File: src/rtl/uart_tx_arbiter_pkg.sv
// Shared types for the uart transmit arbiter: FSM encoding and evict id width.
package uart_tx_arbiter_pkg;

    typedef enum logic [1:0] {
        S_IDLE = 2'd0,
        S_SEND = 2'd1,
        S_HOLD = 2'd2
    } arb_state_e;

    // evict_id is a fixed 3-bit field so N_REQ can go up to 8.
    localparam int EVICT_IDW = 3;

endpackage

File: src/rtl/uart_tx_arbiter_rr_pick.sv
// Round-robin picker: first set request at or above the pointer, with wrap.
// Purely combinational so other arbiters can reuse it.
module rr_pick
    import uart_tx_arbiter_pkg::*;
#(
    parameter int N  = 4,
    parameter int IW = (N > 1) ? $clog2(N) : 1
) (
    input  logic [N-1:0]  req_i,
    input  logic [IW-1:0] ptr_i,
    output logic [N-1:0]  onehot_o,
    output logic [IW-1:0] idx_o,
    output logic          any_o
);

    // Rotating scan starting at ptr_i; the first hit wins.
    always_comb begin
        int j;
        any_o    = 1'b0;
        idx_o    = '0;
        onehot_o = '0;
        j        = 0;
        for (int i = 0; i < N; i++) begin
            j = int'(ptr_i) + i;
            if (j >= N) j = j - N;
            if (!any_o && req_i[j]) begin
                any_o = 1'b1;
                idx_o = IW'(j);
            end
        end
        if (any_o) onehot_o[idx_o] = 1'b1;
    end

endmodule

File: src/rtl/uart_tx_arbiter.sv
// Shares one uart transmitter between N_REQ packet sources. Grants are
// round-robin and held for a whole packet; a stalled owner is evicted
// after TIMEOUT cycles without offering a byte.
module uart_tx_arbiter
    import uart_tx_arbiter_pkg::*;
#(
    parameter int N_REQ   = 4,
    parameter int TIMEOUT = 1023,
    parameter int TW      = 10
) (
    input  logic                   clk,
    input  logic                   rst_n,
    input  logic [N_REQ-1:0]       req_valid,
    input  logic [8*N_REQ-1:0]     req_data,
    input  logic [N_REQ-1:0]       req_last,
    output logic [N_REQ-1:0]       req_ready,
    output logic [N_REQ-1:0]       grant,
    output logic [7:0]             uart_data,
    output logic                   uart_wr,
    input  logic                   uart_busy,
    output logic                   evict,
    output logic [EVICT_IDW-1:0]   evict_id
);

    localparam int IW = $clog2(N_REQ);

    arb_state_e           state_q;
    logic [N_REQ-1:0]     grant_q;
    logic [IW-1:0]        owner_q;
    logic [IW-1:0]        ptr_q;
    logic [IW-1:0]        ptr_d;
    logic [TW-1:0]        cnt_q;
    logic                 last_q;
    logic                 evict_q;
    logic [EVICT_IDW-1:0] evict_id_q;

    logic [N_REQ-1:0]     win_oh;
    logic [IW-1:0]        win_idx;
    logic                 win_any;
    logic                 own_valid;
    logic                 acc;
    logic                 tmo_hit;

    rr_pick #(.N(N_REQ), .IW(IW)) u_pick (
        .req_i    (req_valid),
        .ptr_i    (ptr_q),
        .onehot_o (win_oh),
        .idx_o    (win_idx),
        .any_o    (win_any)
    );

    // Pointer moves one past the winner so the winner goes to the back of the line.
    assign ptr_d = (int'(win_idx) == N_REQ - 1) ? '0 : win_idx + IW'(1);

    assign own_valid = req_valid[owner_q];
    // A byte moves only when the owner offers it and the uart can take it.
    assign acc       = (state_q == S_SEND) && own_valid && !uart_busy;
    // Only cycles with no byte offered count towards eviction.
    assign tmo_hit   = (TIMEOUT != 0) && !own_valid && (int'(cnt_q) == TIMEOUT - 1);

    assign uart_wr   = acc;
    assign req_ready = acc ? grant_q : '0;
    assign uart_data = (state_q == S_IDLE) ? 8'h00 : req_data[{owner_q, 3'b000} +: 8];
    assign grant     = grant_q;
    assign evict     = evict_q;
    assign evict_id  = evict_id_q;

    // Arbitration FSM: IDLE picks an owner, SEND waits for a byte, HOLD spaces strobes.
    always_ff @(posedge clk or negedge rst_n) begin
        if (!rst_n) begin
            state_q    <= S_IDLE;
            grant_q    <= '0;
            owner_q    <= '0;
            ptr_q      <= '0;
            cnt_q      <= '0;
            last_q     <= 1'b0;
            evict_q    <= 1'b0;
            evict_id_q <= '0;
        end else begin
            evict_q <= 1'b0;
            case (state_q)
                S_IDLE: begin
                    if (win_any) begin
                        grant_q <= win_oh;
                        owner_q <= win_idx;
                        ptr_q   <= ptr_d;
                        cnt_q   <= '0;
                        state_q <= S_SEND;
                    end
                end
                S_SEND: begin
                    if (acc) begin
                        last_q  <= req_last[owner_q];
                        cnt_q   <= '0;
                        state_q <= S_HOLD;
                    end else if (tmo_hit) begin
                        evict_q    <= 1'b1;
                        evict_id_q <= EVICT_IDW'(owner_q);
                        grant_q    <= '0;
                        cnt_q      <= '0;
                        state_q    <= S_IDLE;
                    end else if ((TIMEOUT != 0) && !own_valid) begin
                        cnt_q <= cnt_q + TW'(1);
                    end
                end
                S_HOLD: begin
                    if (last_q) begin
                        grant_q <= '0;
                        state_q <= S_IDLE;
                    end else begin
                        state_q <= S_SEND;
                    end
                end
                default: begin
                    grant_q <= '0;
                    state_q <= S_IDLE;
                end
            endcase
        end
    end

endmodule

File: config.mk
export PLATFORM = sky130hd
export DESIGN_NAME = uart_tx_arbiter
export DESIGN_NICKNAME = d
export VERILOG_FILES = /design/src/rtl/uart_tx_arbiter_pkg.sv /design/src/rtl/uart_tx_arbiter_rr_pick.sv /design/src/rtl/uart_tx_arbiter.sv
export SDC_FILE = /design/constraint.sdc
export NUM_CORES = 1
export LEC_CHECK = 0
export CORE_ASPECT_RATIO = 1.5
export CORE_MARGIN = 3
export CORE_UTILIZATION = 41
export CTS_BUF_LIST = sky130_fd_sc_hd__clkbuf_4
export DETAILED_ROUTE_END_ITERATION = 16
export PLACE_DENSITY = 0.87
export SETUP_SLACK_MARGIN = 0.2
export SKIP_CTS_REPAIR_TIMING = 1
export SLEW_MARGIN = 20
export SYNTH_ARGS = -nofsm -noshare
export SYNTH_HDL_FRONTEND = slang
export SYNTH_SLANG_ARGS = --single-unit
File: constraint.sdc
create_clock -name clk -period 2 [get_ports clk]
set_input_delay 0.6 -clock clk [delete_from_list [all_inputs] [get_ports clk]]
set_output_delay 0.6 -clock clk [all_outputs]
set_load 0.02 [all_outputs]
==> results of run 1 <==
[cell usage after synthesis]
cell type	count	area, um2
and4_1	2	17.5
nand4_1	3	18.8
buf_4	1	7.51
nand2_1	13	48.8
a221oi_4	1	26.3
a31oi_1	5	31.3
and2_1	5	31.3
a21oi_1	5	25.0
nor2b_1	9	56.3
nand4b_1	1	8.76
or3_1	2	12.5
dfrtp_1	24	601
a21o_1	1	7.51
o21ai_0	4	20.0
o22ai_1	5	31.3
o2bb2a_1	1	10.0
o31ai_2	1	12.5
or2_2	1	6.26
nand3b_4	1	20.0
nand2b_1	5	31.3
a22o_1	5	43.8
mux2_2	6	67.6
a221o_1	1	10.0
nor3_1	1	5.00
clkbuf_1	3	11.3
nor2_1	6	22.5
ha_1	6	75.1
o22a_1	1	8.76
o221ai_1	1	8.76
conb_1	1	3.75
nor2_4	1	11.3
and3_1	3	18.8
mux4_2	10	225
mux2i_1	2	20.0
or4_1	1	7.51
buf_2	3	15.0
inv_1	13	48.8
o311ai_2	1	16.3
nand3_1	3	15.0
a22oi_1	1	7.51
nor4_1	4	25.0
[layer usage]
layer	vias up	part of all wire	GRT usage
met5	-	0	0
met4	0	0.031	0.101
met1	887	0.31	0.210
li1	800	-	-
met2	88	0.60	0.408
met3	20	0.057	0.0446
[power groups by stage]
stage	registers [uW]	clock network (uW)	logic, uW
4_1_cts	742	365	2180
2_1_floorplan	742	0	1250
3_5_place_dp	751	0	2170
3_3_place_gp	743	0	2120
5_1_grt	778	385	2870
6_report	770	368	2710
[cell type report]
| type | count | area, um2 |
|---|---|---|
| flip-flops and latches | 24 | 603 |
| repair buffers | 100 | 1030 |
| clock buffers | 3 | 22.5 |
| inverters | 13 | 48.8 |
| fillers | 214 | 952 |
| clock inverters | 1 | 30.0 |
| multi-input cells | 119 | 1220 |
| well taps | 45 | 56.3 |
[registers in the layout, summed over array words and instances, names as in the netlist]
signal / cells
evict_id: 2
last_q: 1
ptr_q: 2
state_q: 2
owner_q: 2
evict: 1
cnt_q: 10
grant: 4
[through the flow]
step,std cells,util,setup TNS [ns],power (uW)
floorplan,163,-,-0.228,1990
global placement,293,0.659,-22.24,2860
detailed placement,293,0.659,-22.96,2920
CTS,297,0.672,-16.26,3290
global route,305,0.759,-8.76,4040
finish,305,0.759,-7.40,3840
[kinds of logic (layout without fill, tap and decap cells)]
logic type | Yosys count | after routing | share of synthesized area
buffers and inverters | 20 | 117 | 0.0489
multiplexers | 18 | 18 | 0.185
AO/OA/AOI/OAI | 33 | 33 | 0.153
flip-flops | 24 | 24 | 0.355
adder cells (fa/ha/maj) | 6 | 6 | 0.0444
other | 1 | 1 | 0.00222
AND/OR/NAND/NOR | 61 | 61 | 0.211
[path summary, 6_finish.rpt]
kind	cells after the start	end	from
max	6	req_ready[3]	uart_busy
min	1	evict_id[0]	evict_id[0]
max reg2reg	7	cnt_q[5]	owner_q[1]
min reg2reg	1	evict_id[0]	evict_id[0]
max in group asynchronous	2	owner_q[1]	rst_n
min in group asynchronous	2	cnt_q[2]	rst_n
[critical path, stage by stage]
cell	delay, ns
clkdlybuf4s50_1	0.46
nor2_1	0.23
a22oi_2	0.12
nor2_4	0.18
and2_4	0.18
buf_6	0.11
==> flow_metrics.tcl, run 1 <==
set metrics [dict create \
    status "finished, violations left" \
    violations "setup timing" \
    clk_latency_ns 0.33 \
    cts_buffers 3 \
    internal-power_uw 2240 \
    core-area_mm2 0.00396 \
    final_nets 310 \
    fin_area_mm2 0.00301 \
    maxSlewViolCount 0 \
    die_y_um 84.6 \
    antenna_cells 0 \
    holdWs_ns 0.549 \
    synthesis.nets 212 \
    p_comb_frac 0.704 \
    final_cell_mix "33 x clkdlybuf4s50_1, 29 x buf_4, 22 x dfrtp_1, 18 x dlymetal6s2s_1, 13 x inv_1" \
    drt-vias-per-instance 5.89 \
    antenna_found_initial 0 \
    clk_path_buf_depth 2 \
    syn_avg_cell_area_um2 10.4 \
    num_rows 28 \
    dp.final_hpwl_um 4110 \
    holdCritPathClass "flip-flop to flip-flop" \
    tritoncts "yes" \
    p_per_area_mw_per_mm2 1280 \
    place_ws_ns -0.959 \
    seqPwrFrac 0.200 \
    synthesis.area_mm2 0.00169 \
    critPathKind "input port to output port" \
    grt_pass1_vias 1803 \
    start_kind "input port" \
    wl_per_cell_um 20.1 \
    drt-pass1-iter-count 4 \
    grt_pass1_wl_um 8090 \
    ir_worst_vdd_v 0.000929 \
    placed_cell_area_mm2 0.00261 \
    power.switching_uw 1600 \
    grt.total_usage 0.215 \
    r2r_slack_ns -0.19 \
    grt_max_degree 25 \
    area_delta_synth_final_pct 77.9 \
    vias 1795 \
    fin_crit_ns 2.47 \
    postRouteAntennaNets 0 \
    p_leak_uw 0.00148 \
    fmaxAchievable_mhz 404 \
    gr-total-overflow 0 \
    drc_errors 0 \
    setup-violations-final 29 \
    crit_fanout 6 \
    ys_seq_elements 24 \
    io_pins 64 \
    rsz0062_at_grt "yes" \
    switching_share 0.416 \
    finalCritPeriodShare 1.24 \
    ys.warnings.count 0 \
    io_buffer_count 62 \
    cp-end-kind "output port" \
    seq_area_frac_synth 0.355 \
    p_clk_frac 0.096 \
    layout_commonest_cell "clkdlybuf4s50_1" \
    ys_types 41 \
    finalHoldViolations 0 \
    drive_above_1_share 0.392 \
    drt-initial-drc-count 58 \
    arrival_ns 1.87 \
    setup_slack_ns -0.473 \
    clk_pin_slew_ns 0.15 \
    htreeDepth 1 \
    cap_viol_max_count 0 \
    cts_root_buf "clkbuf_4" \
    initial_core_util 0.427 \
    skew_ns 0.00134 \
    required_ns 1.40 \
    die-area_mm2 0.00495 \
    die_w_um 58.4 \
    drt-total-wl_um 6140 \
    cts.sinks 24 \
    gp_congestion 0.871 \
    synth_cells 163 \
]
Power figures use the tool's default switching activity.
==> run 2: changes to the inputs <==
- CORE_UTILIZATION: 41 -> 45
- PLACE_DENSITY: 0.87 -> 0.91
- clock period: 2 -> 2.8 ns (I/O delays scaled with it)
==> run 2 against run 1 <==
The run now ends clean; global-route usage grew 0.45 points; design area shrank 9.9%; clock power shrank 56%; count of clock-buffer cells in the layout unchanged; hold slack improved by 0.0057 ns; critical endpoint is now req_ready[0].
==> flow_metrics.tcl, run 2 (same netlist as run 1, synthesis figures left out) <==
set metrics [dict create \
    status "completed" \
    gr-total-overflow 0 \
    power.switching_uw 998 \
    internal-power_uw 1310 \
    holdWs_ns 0.555 \
    cts_buffers 3 \
    cap_viol_max_count 0 \
    dpl.cell_count 279 \
    clk_path_buf_depth 2 \
    gp_congestion 0.837 \
    cp-end-kind "output port" \
    switching_share 0.433 \
    antenna_cells 0 \
    r2r_cells 4 \
    p_comb_frac 0.689 \
    die_y_um 81.1 \
    reg2reg_to "grant[0]" \
    clk_pin_slew_ns 0.13 \
    p_per_area_mw_per_mm2 851 \
    fmaxAchievable_mhz 373 \
    r2r_slack_ns 0.58 \
    drive_above_1_share 0.321 \
    finalHoldViolations 0 \
    initial_core_util 0.481 \
    p_clk_frac 0.070 \
    drt-initial-drc-count 51 \
    drt-pass1-iter-count 4 \
    cp-endpoint "req_ready[0]" \
    grt_pass1_vias 1775 \
    critPathKind "input port to output port" \
    grt_max_degree 25 \
    ir_worst_vdd_v 0.000728 \
    setup-violations-final 0 \
    critPathMostFrequentCell "buf_6" \
    fin_area_mm2 0.00271 \
    htreeDepth 1 \
    postRouteAntennaNets 0 \
    die-area_mm2 0.00454 \
    path_cells "buf_6 > mux2_4 > a22oi_2 > nor2_4 > and2_4 > buf_6" \
    seqPwrFrac 0.240 \
    area_delta_synth_final_pct 60.2 \
    start_kind "input port" \
    antenna_found_initial 0 \
    cts.sinks 24 \
    wl_per_cell_um 18.8 \
    drc_errors 0 \
    placed_cell_area_mm2 0.00249 \
    cts_root_buf "clkbuf_4" \
    skew_ns 0.000779 \
    layout_commonest_cell "dlymetal6s2s_1" \
    worst_pin_slew_ns 0.702 \
    drt-total-wl_um 5360 \
    largest_reg_flops 10 \
    slew_headroom 0.528 \
    die_w_um 56.0 \
    core-area_mm2 0.00351 \
    clk_latency_ns 0.32 \
    fin_crit_ns 2.68 \
    startpoint "req_valid[2]" \
    whs_path_depth 1 \
    hold_start "cnt_q[7]" \
    io_buffer_count 62 \
    num_rows 26 \
    final_cell_mix "34 x dlymetal6s2s_1, 23 x dfrtp_1, 20 x buf_4, 14 x buf_6" \
    crit_fanout 5 \
    grt.total_usage 0.220 \
    arrival_ns 1.84 \
    final_nets 293 \
    tritoncts "yes" \
    vias 1667 \
    p_leak_uw 0.00146 \
    worstReg2RegStart "owner_q[1]" \
    regMostFlops "cnt_q" \
    slowest_delay_ns 0.28 \
    required_ns 1.96 \
    slowest_stage "mux2_4" \
    maxSlewViolCount 0 \
    drt-vias-per-instance 5.85 \
    dp.final_hpwl_um 3760 \
    rsz0062_at_grt "yes" \
    holdCritPathClass "flip-flop to flip-flop" \
    instances_no_fill 285 \
    grt_pass1_wl_um 7930 \
    finalCritPeriodShare 0.957 \
    io_pins 64 \
]
## run 2: area by class of cell
type	count	area, um2
clock buffers	3	22.5
clock inverters	1	3.75
fillers	214	806
inverters	13	48.8
multi-input cells	119	1100
flip-flops and latches	24	602
well taps	42	52.6
repair buffers	83	878
## run 2: power by group through the flow
stage	Clock (uW)	Combinational, uW	Sequential, uW
2_1_floorplan	0	857	525
3_3_place_gp	0	1350	537
3_5_place_dp	0	1390	542
4_1_cts	163	1390	536
5_1_grt	182	1710	566
6_report	162	1590	554
## run 2: worst min path at each step
stage | slack [ns] | end
after detailed placement | 0.50 | evict_id[0]
after floorplan | 0.50 | cnt_q[7]
final | 0.55 | cnt_q[7]
after global placement | 0.49 | evict_id[0]
after CTS | 0.53 | evict_id[0]
after global routing | 0.58 | cnt_q[7]
## run 2: worst max-delay path: cells and delay by family
| family | cells | cell delay, ns |
|---|---|---|
| simple gates | 2 | 0.23 |
| mux | 1 | 0.28 |
| compound gates | 1 | 0.27 |
| buf+inv | 2 | 0.21 |
## run 2: metal layers
metal  up-vias  share of wire  GRT usage
li1        768              -          -
met1       802           0.37      0.236
met2        86           0.55      0.398
met3        11          0.060     0.0525
met4         0          0.025      0.112
met5         -              0          0
## run 2: through the flow
step	worst slack, ns	TNS (ns)	total power [uW]	utilization
finish	0.120	0	2300	0.771
global route	0.0764	0	2460	0.771
CTS	-0.657	-6.58	2090	0.716
detailed placement	-0.651	-8.76	1930	0.709
global placement	-0.619	-7.33	1880	0.709
floorplan	0.228	0	1380	-
